### config.mk
export PLATFORM = sky130hd
export DESIGN_NAME = neon_control_unit
export DESIGN_NICKNAME = d
export VERILOG_FILES = /design/src/rtl/neon_control_unit.sv
export SDC_FILE = /design/constraint.sdc
export NUM_CORES = 1
export LEC_CHECK = 0
export BUFFER_PORTS_ARGS = -buffer_cell sky130_fd_sc_hd__buf_2
export CAP_MARGIN = 15
export CORE_MARGIN = 2
export CORE_UTILIZATION = 55
export CTS_BUF_LIST = sky130_fd_sc_hd__clkbuf_16
export DETAILED_ROUTE_END_ITERATION = 6
export MAX_ROUTING_LAYER = met4
export PLACE_DENSITY = 0.82
export SLEW_MARGIN = 20
export SYNTH_ARGS = -nofsm -noshare
export SYNTH_HDL_FRONTEND = slang
export SYNTH_SLANG_ARGS = --single-unit
### constraint.sdc
create_clock -name clock -period 3.6 [get_ports clock]
set_input_delay 0 -clock clock [delete_from_list [all_inputs] [get_ports clock]]
set_output_delay 0 -clock clock [all_outputs]
set_load 0.01 [all_outputs]
### src/rtl/neon_control_unit.sv
// Multi-cycle control unit for a 16-bit accumulator-free RISC core: FETCH/DECODE/EXECUTE/WRITEBACK
// sequencer that owns the pc, the instruction register and the Z/P condition latches.
module neon_control_unit (
    input  logic        clock,
    input  logic        reset,
    output logic [7:0]  pc,
    output logic        fetch_req,
    input  logic [15:0] instr,
    input  logic        instr_valid,
    output logic        rf_write,
    output logic [2:0]  rs_addr,
    output logic [2:0]  rt_addr,
    output logic [2:0]  rd_addr,
    output logic [15:0] imm_data,
    output logic [3:0]  alu_sel,
    output logic        imm_sel,
    output logic        mem_write,
    output logic        mem_sel,
    input  logic        zero_flag,
    input  logic        pos_flag,
    output logic        halted
);

    typedef enum logic [2:0] {
        ST_FETCH,
        ST_DECODE,
        ST_EXECUTE,
        ST_WRITEBACK,
        ST_HALT
    } state_t;

    typedef enum logic [1:0] {
        BR_NONE,
        BR_ZERO,
        BR_POS,
        BR_ALWAYS
    } branch_t;

    localparam logic [4:0] OP_LOAD  = 5'b10000;
    localparam logic [4:0] OP_STORE = 5'b10001;
    localparam logic [4:0] OP_MOVI  = 5'b10110;
    localparam logic [4:0] OP_BZ    = 5'b11000;
    localparam logic [4:0] OP_BP    = 5'b11001;
    localparam logic [4:0] OP_JMP   = 5'b11010;
    localparam logic [4:0] OP_HALT  = 5'b11111;

    state_t      state_reg, state_next;
    logic [7:0]  pc_reg, pc_next;
    logic [15:0] ir_reg;
    logic        z_reg, p_reg;

    logic [2:0]  rd_reg, rs_reg, rt_reg;
    logic [3:0]  alu_sel_reg;
    logic        imm_sel_reg, mem_sel_reg;
    logic [15:0] imm_data_reg;
    logic        wr_en_reg, store_reg, flag_en_reg;
    branch_t     branch_reg;

    logic [4:0]  op;
    logic [3:0]  dec_alu_sel;
    logic        dec_imm_sel, dec_mem_sel, dec_wr_en, dec_store, dec_flag_en, dec_halt;
    logic [2:0]  dec_rs;
    logic [15:0] dec_imm_data;
    branch_t     dec_branch;
    logic        branch_taken;

    assign op = ir_reg[15:11];

    // Instruction decode from IR; anything not listed falls through as a NOP.
    always_comb begin
        dec_alu_sel  = 4'h0;
        dec_imm_sel  = 1'b0;
        dec_mem_sel  = 1'b0;
        dec_wr_en    = 1'b0;
        dec_store    = 1'b0;
        dec_flag_en  = 1'b0;
        dec_halt     = 1'b0;
        dec_rs       = ir_reg[7:5];
        dec_imm_data = 16'h0000;
        dec_branch   = BR_NONE;
        if (op[4] == 1'b0) begin
            if (op != 5'b00000) begin
                dec_alu_sel = op[3:0];
                dec_wr_en   = 1'b1;
                dec_flag_en = 1'b1;
            end
        end else begin
            case (op)
                OP_MOVI: begin
                    dec_alu_sel  = 4'b1011;
                    dec_imm_sel  = 1'b1;
                    dec_imm_data = {8'h00, ir_reg[7:0]};
                    dec_rs       = ir_reg[2:0];
                    dec_wr_en    = 1'b1;
                    dec_flag_en  = 1'b1;
                end
                OP_LOAD: begin
                    dec_mem_sel = 1'b1;
                    dec_wr_en   = 1'b1;
                end
                OP_STORE: dec_store  = 1'b1;
                OP_BZ:    dec_branch = BR_ZERO;
                OP_BP:    dec_branch = BR_POS;
                OP_JMP:   dec_branch = BR_ALWAYS;
                OP_HALT:  dec_halt   = 1'b1;
                default:  ;
            endcase
        end
    end

    assign branch_taken = (branch_reg == BR_ALWAYS) ||
                          ((branch_reg == BR_ZERO) && z_reg) ||
                          ((branch_reg == BR_POS) && p_reg);

    always_comb begin
        state_next = state_reg;
        pc_next    = pc_reg;
        case (state_reg)
            ST_FETCH:     if (instr_valid) state_next = ST_DECODE;
            ST_DECODE:    state_next = dec_halt ? ST_HALT : ST_EXECUTE;
            ST_EXECUTE:   state_next = ST_WRITEBACK;
            ST_WRITEBACK: begin
                state_next = ST_FETCH;
                pc_next    = branch_taken ? ir_reg[7:0] : pc_reg + 8'd1;
            end
            ST_HALT:      state_next = ST_HALT;
            default:      state_next = ST_FETCH;
        endcase
    end

    always_ff @(posedge clock) begin
        if (!reset) begin
            state_reg    <= ST_FETCH;
            pc_reg       <= 8'h00;
            ir_reg       <= 16'h0000;
            z_reg        <= 1'b0;
            p_reg        <= 1'b0;
            rd_reg       <= 3'd0;
            rs_reg       <= 3'd0;
            rt_reg       <= 3'd0;
            alu_sel_reg  <= 4'h0;
            imm_sel_reg  <= 1'b0;
            mem_sel_reg  <= 1'b0;
            imm_data_reg <= 16'h0000;
            wr_en_reg    <= 1'b0;
            store_reg    <= 1'b0;
            flag_en_reg  <= 1'b0;
            branch_reg   <= BR_NONE;
        end else begin
            state_reg <= state_next;
            pc_reg    <= pc_next;
            if (state_reg == ST_FETCH && instr_valid) begin
                ir_reg <= instr;
            end
            if (state_reg == ST_DECODE) begin
                rd_reg       <= ir_reg[10:8];
                rs_reg       <= dec_rs;
                rt_reg       <= ir_reg[4:2];
                alu_sel_reg  <= dec_alu_sel;
                imm_sel_reg  <= dec_imm_sel;
                mem_sel_reg  <= dec_mem_sel;
                imm_data_reg <= dec_imm_data;
                wr_en_reg    <= dec_wr_en;
                store_reg    <= dec_store;
                flag_en_reg  <= dec_flag_en;
                branch_reg   <= dec_branch;
            end
            if (state_reg == ST_EXECUTE && flag_en_reg) begin
                z_reg <= zero_flag;
                p_reg <= pos_flag;
            end
        end
    end

    assign pc        = pc_reg;
    assign fetch_req = (state_reg == ST_FETCH);
    assign halted    = (state_reg == ST_HALT);
    assign rd_addr   = rd_reg;
    assign rs_addr   = rs_reg;
    assign rt_addr   = rt_reg;
    assign alu_sel   = alu_sel_reg;
    assign imm_sel   = imm_sel_reg;
    assign mem_sel   = mem_sel_reg;
    assign imm_data  = imm_data_reg;

    // Strobes are masked by reset so a store/write-back caught by reset never lands on that edge.
    assign rf_write  = reset && (state_reg == ST_WRITEBACK) && wr_en_reg;
    assign mem_write = reset && (state_reg == ST_EXECUTE) && store_reg;

endmodule

# After elaboration in Yosys (flattened, before gate mapping)
# Index checks and enable logic that the tools add are counted.
[classes] n_addsub=1 eq_ne=15 n_mux=25 n_reduce_logical=13
[ops] operator="$eq 5x5->1 const B" count=7
[ops] operator="$mux 8" count=3
[ops] operator="$mux 1" count=12
[ops] operator="$mux 3" count=4
[ops] operator="$mux 4" count=3
[ops] operator="$pmux 3 s4" count=1
[ops] operator="$add 8x1->8 const B" count=1
[ops] operator="$logic_and 1x1->1" count=8
[ops] operator="$eq 3x2->1 const B" count=2
[ops] operator="$pmux 2 s3" count=1
[ops] operator="$reduce_bool 5->1" count=1
[ops] operator="$eq 2x2->1 const B" count=2
[ops] operator="$eq 3x1->1 const B" count=1
[ops] operator="$eq 3x3->1 const B" count=1
[ops] operator="$logic_not 3->1" count=1
[ops] operator="$eq 2x1->1 const B" count=1
[ops] operator="$logic_or 1x1->1" count=2
[ops] operator="$mux 2" count=1
[ops] operator="$ne 2x1->1 const B" count=1
[ops] operator="$reduce_or 2->1" count=1
[word_totals] regBits=65 inputBits=21 out_inout_bits=43

# Logic depth before layout (Yosys ltp)
# Gate-level depths: netlist (run 1).
[logic_depth] word_depth=5 mapped_depth=7 depth_no_buf=5

# Worst setup path after synthesis (run 1)
# Ideal clock, no wire load.
[synth_timing] kind="register to register" from="register state_reg[1]" to="register wr_en_reg" setup_ps=118 arrival_ps=1324 required_ps=3482 slack_ps=2158 path_stages_with_launch=7 synth_period_minus_slack_ps=1442 path_cell_list="dfxtp_1 > buf_2 > or3b_1 > buf_2 > buf_2 > nor3_1 > nor2_1"
[synth_between] elab_chain_cells=1
[synth_lines] element="from (decl)" line="47" text="state_t state_reg, state_next;"
[synth_lines] element="from (signal assigned)" line="150" text="state_reg <= state_next;"
[synth_lines] element="$eq 3x1->1" line="155" text="if (state_reg == ST_DECODE) begin"
[synth_lines] element="to (signal assigned)" line="163" text="wr_en_reg <= dec_wr_en;"
[synth_lines] element="to (decl)" line="56" text="logic wr_en_reg, store_reg, flag_en_reg;"
# No other way between the ends.
# A chain may end at the register's enable or synchronous reset.

# Final worst setup path (run 1)
[layout_timing] from="register ir_reg[15]" to="register rs_reg[1] (netlist: rs_addr[1])"
[layout_between] elab_chain_cells=3
[layout_lines] element="from (decl)" line="49" text="logic [15:0] ir_reg;"
[layout_lines] element="from (signal assigned)" line="153" text="ir_reg <= instr;"
[layout_lines] element="$eq 5x5->1" line="88" text="case (op)"
[layout_lines] element="$mux 3" line="88"
[layout_lines] element="$mux 3 (*)" line="81" text="if (op[4] == 1'b0) begin"
[layout_lines] element="to (signal assigned)" line="157" text="rs_reg <= dec_rs;"
[layout_lines] element="to (decl)" line="52" text="logic [2:0] rd_reg, rs_reg, rt_reg;"
# Every way passes the cells marked *; elsewhere a longest branch is shown, timed or not.

==> impl_metrics.json, run 1 <==
{
  "dpl_cell_area_sq_um": 2700,
  "grt_setup_unrepaired": "no",
  "numCtsBuffers": 9,
  "design_area_sq_um": 3230,
  "first_iter_violations": 193,
  "synth_cells": 311,
  "antenna_found_initial": 0,
  "synth_edf_count": 0,
  "grt_max_degree": 26,
  "cp.arrival_ns": 2.11,
  "diodes": 0,
  "dieArea_sq_um": 5120,
  "fin_util": 0.736,
  "wl_per_cell_um": 15.0,
  "hold_ws_ns": 0.106,
  "clock.fmax_ghz": 0.524,
  "hold_viol": 0,
  "maxSlewHeadroom": 0.367,
  "crit_required_ns": 3.81,
  "ios": 64,
  "clock_latency_ns": 0.32,
  "min_path_type": "in2reg",
  "core_sq_um": 4380,
  "fin_crit_sh": 0.530,
  "initial_core_util": 0.572,
  "async_reset_ff_frac": 0,
  "multiInputGateArea_sq_um": 1190,
  "yosys_warnings": 0,
  "largest_register_ffs": 16,
  "final.setup.tns_ns": 0,
  "nets": 394,
  "cts-root-buf": "clkbuf_16",
  "worstMarginPinSlew_ns": 0.943,
  "synth_flop_cell": "dfxtp_1",
  "die_h_um": 71.5,
  "drt_first_pass_iters": 5,
  "ir_drop_uv": 405,
  "htreeDepth": 3,
  "gp_congestion": 0.841,
  "finalSetupViolCount": 0,
  "die_w_um": 71.5,
  "path_clk_slew_ns": 0.05,
  "cts_resized": 0,
  "fillers": 321,
  "yosysSeqAreaShare": 0.455,
  "fin_cells": 429,
  "wl_um": 6460,
  "startpoint_type": "flip-flop",
  "cts_buffer_depth": 2,
  "syn_area_sq_um": 2510,
  "vias_per_cell": 5.58,
  "cts_tree": "yes",
  "end_kind": "flip-flop",
  "cap_violations": 0,
  "fin_skew_ns": 0.00552,
  "placementRows": 24,
  "path_class": "reg2reg",
  "clkSinkCount": 57,
  "dp_cells": 394,
  "dp_hpwl_um": 3870,
  "grtUsageTotal": 0.283,
  "power_density_nw_per_um2": 551,
  "drive_gt1_frac": 0.215,
  "grt_pass1_wl_um": 10900,
  "outcome": "completed",
  "io_buffers": 55,
  "min_period_ns": 1.91,
  "maxSlewViolCount": 0,
  "cp_max_fo": 17,
  "syn_area_per_cell_sq_um": 8.06,
  "overflow": 0,
  "drc": 0,
  "grt_pass1_vias": 2285,
  "synth.distinct_cells": 42,
  "num_vias": 2393,
  "syn_to_final_growth_pct": 28.7,
  "ant_nets": 0,
  "ff_latch_area_sq_um": 1140,
  "setup_ws_ns": 1.69,
  "leakagePower_nw": 1.33,
  "total_power_mw": 1.78,
  "ys_ff_latch": 57,
  "pre_cts_ws_ns": 1.71
}
==> critical path, stage by stage, from the launching register on <==
cell	delay, ns
dfxtp_1	0.49
inv_4	0.08
nor4_4	0.83
mux2i_1	0.30
a21oi_1	0.09
==> final timing paths <==
path | start | end | slack (ns) | cells past startpoint
setup / recovery | ir_reg[15] | rs_addr[1] | 1.69 | 4
hold / removal | reset | pc[3] | 0.11 | 3
setup reg to reg | ir_reg[15] | rs_addr[1] | 1.69 | 4
hold reg to reg | imm_data[3] | imm_data[3] | 0.45 | 2
==> Yosys cell counts, types with 5 or more instances <==
cell,count,area [sq um]
o22ai_1,5,31.3
nand3_1,12,60.1
dfxtp_1,57,1140
nand2_1,67,251
nor3_1,9,45.0
buf_2,10,50.1
a21oi_1,48,240
mux2i_1,11,110
buf_4,9,67.6
clkbuf_1,11,41.3
nor2_1,14,52.6
o21ai_0,10,50.1
==> per-layer routing <==
| layer | part of all wire | global-route usage | up-vias |
|---|---|---|---|
| met1 | 0.44 | 0.354 | 1116 |
| li1 | - | - | 1168 |
| met2 | 0.48 | 0.439 | 94 |
| met3 | 0.062 | 0.0534 | 15 |
| met5 | 0 | - | - |
| met4 | 0.024 | 0.136 | 0 |
==> cell families (layout without fill, tap and decap cells) <==
group,count (synthesis),count (layout),synth area share
DFF,57,57,0.455
and+or+nand+nor,130,130,0.249
AOI/OAI and AO/OA,71,71,0.153
other,1,8,0.00150
xor gates and xnor gates,2,2,0.00699
muxes,12,12,0.0484
buffers and inverters,37,96,0.0813
adders and majority gates,1,1,0.00499
==> timing repair <==
item,4_1_cts,5_1_grt
hold endpoints to repair,19,0
setup buffers,0,0
hold buffers,19,0
==> placed cells by master (no fill, tap or decap), types with 3 or more instances in the layout <==
cell / instances
nor2_1: 14
inv_1: 4
o22ai_1: 5
nand4_1: 3
a31oi_1: 3
nor3b_1: 3
or2_2: 3
conb_1: 8
nand2_1: 67
clkbuf_16: 9
buf_2: 55
nor4_1: 3
nor3_1: 9
o21ai_0: 10
dlygate4sd3_1: 19
mux2i_1: 11
nand3_1: 12
dfxtp_1: 57
a21oi_1: 48
bufinv_16: 3
==> where the power goes <==
group          switching, mW  leakage, nW  total, mW  internal [mW]
combinational         0.0827        0.703      0.141         0.0578
sequential            0.0307        0.463      0.688          0.658
clock                  0.282        0.166      0.950          0.668
==> final cells by class <==
cell class,instances,area share
Timing Repair Buffer,76,0.149
Tap cell,52,0.0202
Clock buffer,9,0.0698
Inverter,4,0.00543
Sequential cell,57,0.353
Multi-Input combinational cell,224,0.368
Clock inverter,7,0.0341
Power figures use the tool's default switching activity.
==> run 2, diff against run 1 <==
--- a/config.mk
+++ b/config.mk
@@ -8,11 +8,11 @@
 export BUFFER_PORTS_ARGS = -buffer_cell sky130_fd_sc_hd__buf_2
 export CAP_MARGIN = 15
 export CORE_MARGIN = 2
-export CORE_UTILIZATION = 55
+export CORE_UTILIZATION = 47
 export CTS_BUF_LIST = sky130_fd_sc_hd__clkbuf_16
 export DETAILED_ROUTE_END_ITERATION = 6
 export MAX_ROUTING_LAYER = met4
-export PLACE_DENSITY = 0.82
+export PLACE_DENSITY = 0.75
 export SLEW_MARGIN = 20
 export SYNTH_ARGS = -nofsm -noshare
 export SYNTH_HDL_FRONTEND = slang
==> constraint.sdc (replaced) <==
create_clock -name clock -period 1.7 [get_ports clock]
set_input_delay 0 -clock clock [delete_from_list [all_inputs] [get_ports clock]]
set_output_delay 0 -clock clock [all_outputs]
set_load 0.01 [all_outputs]
==> impl_metrics.json, run 2 (synthesis gave the netlist of run 1 again) <==
{
  "numCtsBuffers": 9,
  "dr_wl_met2_um": 2880,
  "fillers": 460,
  "min_path_type": "in2reg",
  "hold_ws_ns": 0.105,
  "cap_violations": 0,
  "largest_register_ffs": 16,
  "core_sq_um": 5140,
  "multiInputGateArea_sq_um": 1190,
  "cts_resized": 0,
  "wl_um": 6080,
  "dieArea_sq_um": 5940,
  "diodes": 0,
  "mostFrequentLayoutCell": "nand2_1",
  "fin_skew_ns": 0.00471,
  "setup.worst_path.start": "state_reg[1]",
  "finalSetupViolCount": 0,
  "maxSlewViolCount": 0,
  "crit_family": "simple AND/OR/NAND/NOR gates",
  "grt_pass1_wl_um": 10300,
  "startpoint_type": "flip-flop",
  "grt_pass1_vias": 2209,
  "clock.fmax_ghz": 0.666,
  "antenna_found_initial": 0,
  "r2r_start": "state_reg[1]",
  "path_clk_slew_ns": 0.05,
  "power_density_nw_per_um2": 1100,
  "drt_first_pass_iters": 4,
  "htreeDepth": 3,
  "leakagePower_nw": 1.38,
  "path_class": "reg2reg",
  "placementRows": 26,
  "io_buffers": 55,
  "num_vias": 2362,
  "overflow": 0,
  "ant_nets": 0,
  "wl_per_cell_um": 13.3,
  "grt_max_degree": 41,
  "initial_core_util": 0.488,
  "die_h_um": 77.0,
  "min-delay-start": "reset",
  "syn_to_final_growth_pct": 32.2,
  "slowest_stage": "or3b_1",
  "cts_tree": "yes",
  "fin_cells": 457,
  "cts_buffer_depth": 2,
  "outcome": "completed",
  "clock_latency_ns": 0.32,
  "ff_latch_area_sq_um": 1140,
  "ir_drop_uv": 686,
  "crit_chain": "or3b_1 > buf_4 > a21oi_1 > nor2_1",
  "final.setup.tns_ns": 0,
  "gp_congestion": 0.822,
  "min_period_ns": 1.50,
  "cp_max_fo": 11,
  "dp_cells": 422,
  "fin_crit_sh": 0.883,
  "grtUsageTotal": 0.223,
  "clkSinkCount": 57,
  "grt_setup_unrepaired": "no",
  "end_kind": "flip-flop",
  "cp.buffers_inverters": 1,
  "cts-root-buf": "clkbuf_16",
  "dp_hpwl_um": 3960,
  "nets": 404,
  "drc": 0,
  "cp.arrival_ns": 1.70,
  "ios": 64,
  "postCtsSetupRepairBufs": 0,
  "vias_per_cell": 5.17,
  "crit_required_ns": 1.90,
  "ctsHoldBuffers": 19,
  "critPathMaxStageDelay_ns": 0.55,
  "first_iter_violations": 111,
  "wl_met3_um": 309,
  "drt-met1-wl_um": 2830,
  "die_w_um": 77.0,
  "maxUsedRoutingLayer": "met4",
  "drive_gt1_frac": 0.238,
  "hold_viol": 0,
  "mostFrequentLayoutCells": "67 x nand2_1, 57 x dfxtp_1, 55 x buf_2"
}
==> run 2: final cells by class <==
| class | instances | share of cell area |
|---|---|---|
| Tap cell | 70 | 0.0264 |
| Inverter | 4 | 0.00529 |
| Multi-Input combinational cell | 224 | 0.359 |
| Timing Repair Buffer | 86 | 0.171 |
| Sequential cell | 57 | 0.344 |
| Clock buffer | 9 | 0.0680 |
| Clock inverter | 7 | 0.0260 |
==> run 2: path summary, 6_finish.rpt <==
check                                     end  slack [ns]  cells after the start
worst max register to register  branch_reg[0]        0.20                      4
worst max-delay path            branch_reg[0]        0.20                      4
worst min-delay path                    pc[1]        0.10                      3
worst min register to register      ir_reg[9]        0.45                      2
==> run 2: layer usage <==
metal  vias to the layer above  GRT usage
met5                         -          -
met2                        75      0.337
met4                         0     0.0839
li1                       1190          -
met3                         5     0.0635
met1                      1092      0.285
==> run 2: worst reg2reg max path, stage by stage (launching register included) <==
cell	delay, ns
dfxtp_1	0.39
or3b_1	0.55
buf_4	0.24
a21oi_1	0.15
nor2_1	0.05
==> run 2: power breakdown <==
group	leakage (nW)	internal (mW)	switching, mW
logic	0.754	0.143	0.182
registers	0.463	1.39	0.0548
clock network	0.158	1.27	0.614
total	1.38	2.80	0.851
==> run 2: per-stage QoR <==
| stage | setup WS, ns | total power [mW] | area [sq um] | util |
|---|---|---|---|---|
| after floorplan | 0.258 | 1.67 | 2530 | - |
| after global placement | 0.237 | 1.76 | 2810 | 0.547 |
| after detailed placement | 0.221 | 1.76 | 2810 | 0.547 |
| after CTS | 0.202 | 3.67 | 3310 | 0.645 |
| after global routing | 0.0666 | 3.77 | 3310 | 0.645 |
| final | 0.199 | 3.65 | 3310 | 0.645 |
==> run 3, diff against run 2 <==
--- a/config.mk
+++ b/config.mk
@@ -8,11 +8,10 @@
 export BUFFER_PORTS_ARGS = -buffer_cell sky130_fd_sc_hd__buf_2
 export CAP_MARGIN = 15
 export CORE_MARGIN = 2
-export CORE_UTILIZATION = 47
+export CORE_UTILIZATION = 42
 export CTS_BUF_LIST = sky130_fd_sc_hd__clkbuf_16
 export DETAILED_ROUTE_END_ITERATION = 6
-export MAX_ROUTING_LAYER = met4
-export PLACE_DENSITY = 0.75
+export PLACE_DENSITY = 0.68
 export SLEW_MARGIN = 20
 export SYNTH_ARGS = -nofsm -noshare
 export SYNTH_HDL_FRONTEND = slang
==> constraint.sdc (replaced) <==
create_clock -name clock -period 1.38 [get_ports clock]
set_input_delay 0 -clock clock [delete_from_list [all_inputs] [get_ports clock]]
set_output_delay 0 -clock clock [all_outputs]
set_load 0.01 [all_outputs]
==> impl_metrics.json, run 3 (synthesis gave the netlist of run 1 again) <==
{
  "outcome": "completed",
  "wl_per_cell_um": 13.7,
  "core_sq_um": 5850,
  "ant_nets": 0,
  "min_path_type": "in2reg",
  "io_buffers": 55,
  "drc": 0,
  "leakagePower_nw": 1.53,
  "diodes": 0,
  "maxSlewViolCount": 0,
  "hold_ws_ns": 0.0558,
  "dp_hpwl_um": 4370,
  "ir_drop_uv": 984,
  "drive_gt1_frac": 0.318,
  "fin_crit_sh": 0.972,
  "dieArea_sq_um": 6600,
  "syn_to_final_growth_pct": 44.2,
  "antenna_found_initial": 0,
  "cts_buffer_depth": 2,
  "vias_per_cell": 5.13,
  "power_density_nw_per_um2": 1330,
  "crit_chain": "a21oi_1 > or2_2 > mux2_2 > o221a_2",
  "slowest_stage": "dfxtp_2",
  "first_iter_violations": 146,
  "wl_um": 6570,
  "fillers": 492,
  "grtUsageTotal": 0.213,
  "num_vias": 2469,
  "die_h_um": 81.3,
  "hold_viol": 0,
  "grt_pass1_vias": 2308,
  "setup.worst_path.end": "pc[4]",
  "die_w_um": 81.3,
  "largest_register_ffs": 16,
  "finalSetupViolCount": 0,
  "critPathMaxStageDelay_ns": 0.34,
  "mostFrequentLayoutCells": "66 x nand2_1, 55 x buf_2, 51 x dfxtp_1",
  "min_period_ns": 1.34,
  "cts_tree": "yes",
  "path_clk_slew_ns": 0.05,
  "dp_cells": 441,
  "htreeDepth": 3,
  "overflow": 0,
  "grt_pass1_wl_um": 10600,
  "nets": 423,
  "worstRegToRegCells": 4,
  "timing.rr.end": "pc[4]",
  "cap_violations": 0,
  "clock_latency_ns": 0.33,
  "initial_core_util": 0.429,
  "gp_congestion": 0.797,
  "cp_max_fo": 3,
  "rrSetupSlack_ns": 0.04,
  "grt_setup_unrepaired": "yes",
  "fin_cells": 481,
  "clock.fmax_ghz": 0.745,
  "grt_max_degree": 32,
  "placementRows": 28,
  "clkSinkCount": 57,
  "path_class": "reg2reg",
  "end_kind": "flip-flop",
  "crit_required_ns": 1.60,
  "cp.arrival_ns": 1.56,
  "numCtsBuffers": 9,
  "ios": 64,
  "total_power_mw": 4.82,
  "mostFrequentLayoutCell": "nand2_1",
  "setup.worst_path.start": "branch_reg[1]",
  "cts-root-buf": "clkbuf_16",
  "r2r_start": "branch_reg[1]",
  "startpoint_type": "flip-flop",
  "drt_first_pass_iters": 4,
  "fin_skew_ns": 0.00852
}
run 3: cell types whose count changed in the layout (fill, tap and decap cells not counted), sizes merged:
cell	change
clkinv	-1
buf	+18
bufinv	+1
clkbuf	+1
run 3: power by group:
part,total [mW],leakage [nW],switching (mW),internal (mW)
Combinational,0.495,0.894,0.259,0.237
Clock,2.55,0.170,0.782,1.76
Sequential,1.77,0.466,0.0590,1.72
run 3: worst min-delay path by stage:
stage	depth (start not counted)	to	slack, ns	startpoint
finish	3	pc[1]	0.06	reset
global route	2	pc[4]	0.06	reset
CTS	3	pc[1]	0.03	reset
detailed placement	3	ir_reg[11]	0.25	instr[11]
global placement	3	ir_reg[11]	0.24	instr[11]
floorplan	2	ir_reg[10]	0.14	instr[10]
run 3: area by class of cell:
| type | count | area, sq um | share of cell area |
|---|---|---|---|
| Multi-Input combinational cell | 224 | 1240 | 0.344 |
| Sequential cell | 57 | 1150 | 0.318 |
| Timing Repair Buffer | 105 | 768 | 0.212 |
| Clock buffer | 9 | 225 | 0.0623 |
| Clock inverter | 7 | 118 | 0.0325 |
| Tap cell | 75 | 93.8 | 0.0260 |
| Inverter | 4 | 17.5 | 0.00484 |
run 3: what timing repair did:
item / CTS / global route
endpoints found under the setup margin: 2 / 32
pin swaps: 0 / 3
hold buffers: 19 / 0
setup buffers: 1 / 3
gates resized for setup: 2 / 19
gates cloned: 0 / 1
endpoints found under the hold margin: 19 / 0
run 3: critical path: cells and delay by family, from the launching register on:
kind               cells  cell delay [ns]
AOI/OAI and AO/OA      2             0.32
DFF                    1             0.34
muxes                  1             0.28
and+or+nand+nor        1             0.30
run 3: through the flow:
step	cell area (sq um)	utilization	setup slack, ns	TNS [ns]
2_1_floorplan	2590	-	-0.00812	-0.0147
3_3_place_gp	2970	0.507	0.0274	0
3_5_place_dp	2970	0.507	0.0187	0
4_1_cts	3510	0.600	0.00254	0
5_1_grt	3620	0.618	-0.0232	-0.0476
6_report	3620	0.618	0.0385	0
run 3: metal layers:
layer	routed length (um)	up-vias	share of wire	GRT usage
met5	0	-	0	0
met4	125	0	0.019	0.0881
met3	438	14	0.067	0.0700
met2	3120	83	0.47	0.333
met1	2880	1139	0.44	0.269
li1	-	1233	-	-
